$ cat src/rtl/bounding_box_if.sv
// Start/done handshake, image read port and box result
// shared between the bounding-box scanner and its owner.
interface bounding_box_if;
  logic        start;
  logic        done;
  logic        found;
  logic [31:0] readAddr;
  logic [15:0] readdata;
  logic [10:0] xMin;
  logic [10:0] xMax;
  logic [10:0] yMin;
  logic [10:0] yMax;

  modport master (
    output start, readdata,
    input  done, found, readAddr,
    input  xMin, xMax, yMin, yMax
  );

  modport slave (
    input  start, readdata,
    output done, found, readAddr,
    output xMin, xMax, yMin, yMax
  );
endinterface

$ cat src/rtl/bounding_box.sv
// Scans a row-major byte image for dark pixels and reports their box.
// Optional padding of the box is enabled by defining BBOX_MARGIN_EN.
module bounding_box #(
  parameter int WIDTH     = 100,
  parameter int HEIGHT    = 100,
  parameter int BPP       = 3,
  parameter int BASE_ADDR = 0,
  parameter int THRESHOLD = 128,
  parameter int READ_LAT  = 2,
  parameter int MARGIN    = 2
) (
  input logic           clk,
  input logic           rst_n,
  bounding_box_if.slave bus
);

  typedef enum logic [1:0] {
    IDLE, FETCH, SAMPLE, FINAL
  } state_e;

  localparam logic [10:0] X_LAST   = 11'(WIDTH - 1);
  localparam logic [10:0] Y_LAST   = 11'(HEIGHT - 1);
  localparam logic [15:0] LAT_LAST = 16'(READ_LAT - 1);
  localparam logic [7:0]  CH_LAST  = 8'(BPP - 1);
  localparam logic [8:0]  THR      = 9'(THRESHOLD);
`ifdef BBOX_MARGIN_EN
  localparam logic [10:0] MARG     = 11'(MARGIN);
`else
  localparam int unused_margin     = MARGIN;
`endif

  state_e      state_q, state_d;
  logic [15:0] lat_q, lat_d;
  logic [7:0]  ch_q, ch_d;
  logic [10:0] x_q, x_d, y_q, y_d;
  logic [10:0] minx_q, minx_d, miny_q, miny_d;
  logic [10:0] maxx_q, maxx_d, maxy_q, maxy_d;
  logic        hit_q, hit_d, dark_q, dark_d;
  logic [31:0] addr_q, addr_d;
  logic        done_q, done_d, found_q, found_d;
  logic [10:0] xmin_q, xmin_d, xmax_q, xmax_d;
  logic [10:0] ymin_q, ymin_d, ymax_q, ymax_d;
  logic        px_dark;
  logic        unused_hi;

  assign unused_hi = ^bus.readdata[15:8];
  assign px_dark   = dark_q &
                     ({1'b0, bus.readdata[7:0]} < THR);

  always_comb begin
    state_d = state_q;
    lat_d   = lat_q;
    ch_d    = ch_q;
    x_d     = x_q;
    y_d     = y_q;
    minx_d  = minx_q;
    miny_d  = miny_q;
    maxx_d  = maxx_q;
    maxy_d  = maxy_q;
    hit_d   = hit_q;
    dark_d  = dark_q;
    addr_d  = addr_q;
    done_d  = 1'b0;
    found_d = found_q;
    xmin_d  = xmin_q;
    xmax_d  = xmax_q;
    ymin_d  = ymin_q;
    ymax_d  = ymax_q;
    unique case (state_q)
      IDLE: if (bus.start) begin
        x_d     = '0;
        y_d     = '0;
        ch_d    = '0;
        lat_d   = '0;
        addr_d  = 32'(BASE_ADDR);
        minx_d  = X_LAST;
        miny_d  = Y_LAST;
        maxx_d  = '0;
        maxy_d  = '0;
        hit_d   = 1'b0;
        dark_d  = 1'b1;
        state_d = FETCH;
      end
      FETCH: begin
        if (lat_q == LAT_LAST) begin
          lat_d   = '0;
          state_d = SAMPLE;
        end else begin
          lat_d = lat_q + 16'd1;
        end
      end
      SAMPLE: begin
        addr_d  = addr_q + 32'd1;
        state_d = FETCH;
        if (ch_q != CH_LAST) begin
          ch_d   = ch_q + 8'd1;
          dark_d = px_dark;
        end else begin
          ch_d   = '0;
          dark_d = 1'b1;
          if (px_dark) begin
            hit_d = 1'b1;
            if (x_q < minx_q) minx_d = x_q;
            if (y_q < miny_q) miny_d = y_q;
            if (x_q > maxx_q) maxx_d = x_q;
            if (y_q > maxy_q) maxy_d = y_q;
          end
          if (x_q == X_LAST) begin
            x_d = '0;
            y_d = y_q + 11'd1;
            if (y_q == Y_LAST) state_d = FINAL;
          end else begin
            x_d = x_q + 11'd1;
          end
        end
      end
      FINAL: begin
        done_d  = 1'b1;
        found_d = hit_q;
        state_d = IDLE;
        if (hit_q) begin
`ifdef BBOX_MARGIN_EN
          // Clamp the padded box to the frame without wrapping
          xmin_d = (minx_q >= MARG) ? minx_q - MARG : '0;
          ymin_d = (miny_q >= MARG) ? miny_q - MARG : '0;
          xmax_d = (({1'b0, maxx_q} + {1'b0, MARG}) > {1'b0, X_LAST})
                   ? X_LAST : maxx_q + MARG;
          ymax_d = (({1'b0, maxy_q} + {1'b0, MARG}) > {1'b0, Y_LAST})
                   ? Y_LAST : maxy_q + MARG;
`else
          xmin_d = minx_q;
          ymin_d = miny_q;
          xmax_d = maxx_q;
          ymax_d = maxy_q;
`endif
        end else begin
          xmin_d = '0;
          ymin_d = '0;
          xmax_d = X_LAST;
          ymax_d = Y_LAST;
        end
      end
      default: state_d = IDLE;
    endcase
  end

  always_ff @(posedge clk or negedge rst_n) begin
    if (!rst_n) begin
      state_q <= IDLE;
      lat_q   <= '0;
      ch_q    <= '0;
      x_q     <= '0;
      y_q     <= '0;
      minx_q  <= '0;
      miny_q  <= '0;
      maxx_q  <= '0;
      maxy_q  <= '0;
      hit_q   <= 1'b0;
      dark_q  <= 1'b1;
      addr_q  <= '0;
      done_q  <= 1'b0;
      found_q <= 1'b0;
      xmin_q  <= '0;
      xmax_q  <= '0;
      ymin_q  <= '0;
      ymax_q  <= '0;
    end else begin
      state_q <= state_d;
      lat_q   <= lat_d;
      ch_q    <= ch_d;
      x_q     <= x_d;
      y_q     <= y_d;
      minx_q  <= minx_d;
      miny_q  <= miny_d;
      maxx_q  <= maxx_d;
      maxy_q  <= maxy_d;
      hit_q   <= hit_d;
      dark_q  <= dark_d;
      addr_q  <= addr_d;
      done_q  <= done_d;
      found_q <= found_d;
      xmin_q  <= xmin_d;
      xmax_q  <= xmax_d;
      ymin_q  <= ymin_d;
      ymax_q  <= ymax_d;
    end
  end

  assign bus.done     = done_q;
  assign bus.found    = found_q;
  assign bus.readAddr = addr_q;
  assign bus.xMin     = xmin_q;
  assign bus.xMax     = xmax_q;
  assign bus.yMin     = ymin_q;
  assign bus.yMax     = ymax_q;

endmodule

$ cat src/flat_wrapper.sv
// flat-port wrapper written by rule: the top's interface ports become plain ports
module bounding_box_flat 
#(
  parameter int WIDTH     = 100,
  parameter int HEIGHT    = 100,
  parameter int BPP       = 3,
  parameter int BASE_ADDR = 0,
  parameter int THRESHOLD = 128,
  parameter int READ_LAT  = 2,
  parameter int MARGIN    = 2
)
  (clk, rst_n, bus_start, bus_readdata, bus_done, bus_found, bus_readAddr, bus_xMin, bus_xMax, bus_yMin, bus_yMax);
  bounding_box_if bus_i ();
  input logic clk;
  input logic rst_n;
  input wire logic [$bits(bus_i.start)-1:0] bus_start;
  input wire logic [$bits(bus_i.readdata)-1:0] bus_readdata;
  output wire logic [$bits(bus_i.done)-1:0] bus_done;
  output wire logic [$bits(bus_i.found)-1:0] bus_found;
  output wire logic [$bits(bus_i.readAddr)-1:0] bus_readAddr;
  output wire logic [$bits(bus_i.xMin)-1:0] bus_xMin;
  output wire logic [$bits(bus_i.xMax)-1:0] bus_xMax;
  output wire logic [$bits(bus_i.yMin)-1:0] bus_yMin;
  output wire logic [$bits(bus_i.yMax)-1:0] bus_yMax;
  assign bus_i.start = bus_start;
  assign bus_i.readdata = bus_readdata;
  assign bus_done = bus_i.done;
  assign bus_found = bus_i.found;
  assign bus_readAddr = bus_i.readAddr;
  assign bus_xMin = bus_i.xMin;
  assign bus_xMax = bus_i.xMax;
  assign bus_yMin = bus_i.yMin;
  assign bus_yMax = bus_i.yMax;
  bounding_box #(.WIDTH(WIDTH), .HEIGHT(HEIGHT), .BPP(BPP), .BASE_ADDR(BASE_ADDR), .THRESHOLD(THRESHOLD), .READ_LAT(READ_LAT), .MARGIN(MARGIN)) u_core (.clk(clk), .rst_n(rst_n), .bus(bus_i));
endmodule
$ cat config.mk
export PLATFORM = sky130hd
export DESIGN_NAME = bounding_box_flat
export DESIGN_NICKNAME = d
export VERILOG_FILES = /design/src/rtl/bounding_box_if.sv /design/src/rtl/bounding_box.sv /design/src/flat_wrapper.sv
export SDC_FILE = /design/constraint.sdc
export NUM_CORES = 1
export LEC_CHECK = 0
export ABC_CLOCK_PERIOD_IN_PS = 5000
export BUFFER_PORTS_ARGS = -buffer_cell sky130_fd_sc_hd__buf_4
export CORE_MARGIN = 3
export CORE_UTILIZATION = 55
export CTS_CLUSTER_DIAMETER = 200
export DETAILED_ROUTE_END_ITERATION = 16
export PLACE_DENSITY_LB_ADDON = 0.2
export SLEW_MARGIN = 15
export SYNTH_ARGS = -nofsm -noshare
export SYNTH_HDL_FRONTEND = slang
export SYNTH_SLANG_ARGS = --single-unit
$ cat constraint.sdc
create_clock -name clk -period 5 [get_ports clk]
set_input_delay 0.75 -clock clk [delete_from_list [all_inputs] [get_ports clk]]
set_output_delay 0.75 -clock clk [all_outputs]
set_load 0.005 [all_outputs]
==> flow_summary.yaml <==
outcome:
  outcome: "complete, no violations"
floorplanning:
  core_area_um2: 15500
  num_rows: 45
  ios: 97
  start_util_pct: 57.2
  dieHeight_um: 133
  die_w_um: 133
  dieArea_um2: 17700
timing:
  period_minus_slack_ns: 2.92
  fmax_mhz: 342
  hold_viol: 0
  slew_viol_final: 0
  slew_headroom_pct: 32.6
  holdWs_ns: 0.440
  tightest_slew_ns: 1.01
  finalClockSkew_ns: 0.00903
  setup_violations: 0
  rsz0062_at_grt: "false"
  period_share_pct: 58.4
  fin_tns_setup_ns: 0
finish:
  drive_above_1_share_pct: 13.5
  nNetsFinal: 1056
  diodes: 0
  syn2layout_area_growth_pct: 14.8
drt:
  routed_wl_um: 19000
  via_per_inst: 5.78
  num_vias: 7010
  drtIter0Drc: 369
  antenna_left: 0
  wl_per_cell_um: 15.7
  first_pass_iters: 5
  drc: 0
critical_path:
  max_stage_delay_ns: 0.75
  rrSetupSlack_ns: 2.08
  cp-end-kind: "flop"
  cpLargestDelayFamily: "compound AO/OA/AOI/OAI gates"
  crit_chain: "nor2b_1 -> nor2_4 -> buf_4 -> a31oi_1 -> a22o_2"
  crit_arrival_ns: 3.28
  r2r-start: "u_core.state_q[1]$_DFFE_PN0P_"
  critPathSlowestCell: "a31oi_1"
  worstPathRequired_ns: 5.36
  worstPathMaxFanout: 27
  worstSetupPathType: "reg -> reg"
  start_kind: "flop"
  path_buf_inv: 1
  crit_start: "u_core.state_q[1]$_DFFE_PN0P_"
cts:
  h-tree-depth: 4
  clock_sinks: 172
  cts.clk_slew.worst_paths_ns: 0.07
  root_buffer: "clkbuf_16"
  ctsHoldBuffers: 0
  postCtsResizedCells: 0
  post_cts_buffers: 0
  cts_buffers: 17
  clk_latency_ns: 0.43
  cts_tree: "done"
  clock_path_buffers: 2
yosys:
  synth_ff_type: "dfrtp_1"
  yosysUniqueCellTypes: 63
  avgSynthCellArea_um2: 9.48
  synthCells: 934
  synth_seq_area_share_pct: 48.6
  synthesis.nets: 1002
  yosys_warnings: 0
  syn-cell-area_um2: 8860
  synthTopCellsByCount: "dfrtp_1, nand2_1, nand3_1"
  synth_edf_count: 0
  synth_area_leaders: "dfrtp_1, ha_1, nand2_1"
  synth.most_common_cell: "dfrtp_1"
  synthArstFlopShare_pct: 100
  ys_ff_latch: 172
  synth_top_area_share_pct: 48.3
  synth_largest_area_cell: "dfrtp_1"
run:
  drv_cap: 0
pwr:
  vdd_drop_max_mv: 0.246
  p_leak_nw: 4.80
  power_density_nw_per_um2: 287
  power.total_mw: 2.92
grt:
  grt_max_degree: 110
  track_usage_pct: 22.3
  grt_pass1_wl_um: 32500
  first_global_vias: 6577
  grt-ovfl-total: 0
  antenna_found_initial: 0
placed_design:
  place_hpwl_um: 13000
  io_buffers: 81
  gp_congestion: 0.823
min_path:
  hold_class: "in -> async"
## state kept, by name, indices dropped and copies added (netlist names), 2 cells and up
signal	cells
u_core.x_q	11
u_core.y_q	11
u_core.maxy_q	11
u_core.bus.xMin	11
u_core.bus.readAddr	32
u_core.bus.yMax	11
u_core.bus.xMax	11
u_core.bus.yMin	11
u_core.maxx_q	11
u_core.lat_q	16
u_core.ch_q	8
u_core.minx_q	11
u_core.state_q	2
u_core.miny_q	11
## through the flow
| stage | setup slack [ns] | instances | area, µm² | utilization [%] |
|---|---|---|---|---|
| 2_1_floorplan | 2.84 | 934 | 8860 | - |
| 3_3_place_gp | 1.94 | 1180 | 9540 | 61.6 |
| 3_5_place_dp | 1.92 | 1180 | 9540 | 61.6 |
| 4_1_cts | 2.12 | 1212 | 10200 | 65.7 |
| 5_1_grt | 1.89 | 1212 | 10200 | 65.7 |
| 6_report | 2.08 | 1212 | 10200 | 65.7 |
## cell usage in the layout (no fill, tap or decap), types with 10 or more instances in the layout
cell type    n
dfrtp_1    171
nand2_1    127
buf_4       85
nand3_1     67
o21ai_0     57
nor2_1      55
inv_1       54
ha_1        49
a21oi_1     41
nand4_1     32
a22o_1      23
xor2_1      22
and3_1      17
o31ai_1     17
clkbuf_16   17
a31oi_1     16
a32o_1      14
and2_1      11
nor4_1      10
and4_1      10
## metal layers
layer  track usage (%)  vias to the layer above  wire [µm]
met5                 0                        -          0
met4              5.02                        0        197
met3              5.10                       19        982
met2              34.8                      173       8600
met1              32.1                     3344       9250
li1                  -                     3474          -
## kinds of logic after synthesis
group / share of synthesized area (%)
adders and majority gates: 6.92
xor gates and xnor gates: 2.87
AOI/OAI and AO/OA: 15.2
buffers and inverters: 4.99
and+or+nand+nor: 21.4
DFF: 48.6
## report_power, final
group | internal, mW | switching, mW
sequential | 1.40 | 0.0196
clock | 0.854 | 0.560
combinational | 0.0277 | 0.0542
## layout make-up
type                       count  area (µm²)
clock buffer                  19         443
clock inverter                13         190
fill                        1229        5320
inverter                      55         206
multi-input combinational    656        4110
sequential                   172        4310
tap                          211         264
timing repair buffer          86         649
## worst register-to-register path, stage by stage (launching register included)
cell     delay, ns
dfrtp_1       0.48
nor2b_1       0.72
nor2_4        0.28
buf_4         0.33
a31oi_1       0.76
a22o_2        0.28
## worst paths after layout
check / to / cells past startpoint
min in group clk: u_core.bus.xMin[3]$_DFFE_PN0P_ / 2
setup reg to reg: u_core.maxx_q[7]$_DFFE_PN0P_ / 5
hold / removal: u_core.bus.xMin[3]$_DFFE_PN0P_ / 1
hold reg to reg: u_core.bus.xMin[3]$_DFFE_PN0P_ / 2
setup / recovery: u_core.maxx_q[7]$_DFFE_PN0P_ / 5
max in group asynchronous: u_core.dark_q$_DFFE_PN1P_ / 2
No activity file was read; power rests on OpenSTA's default activity.
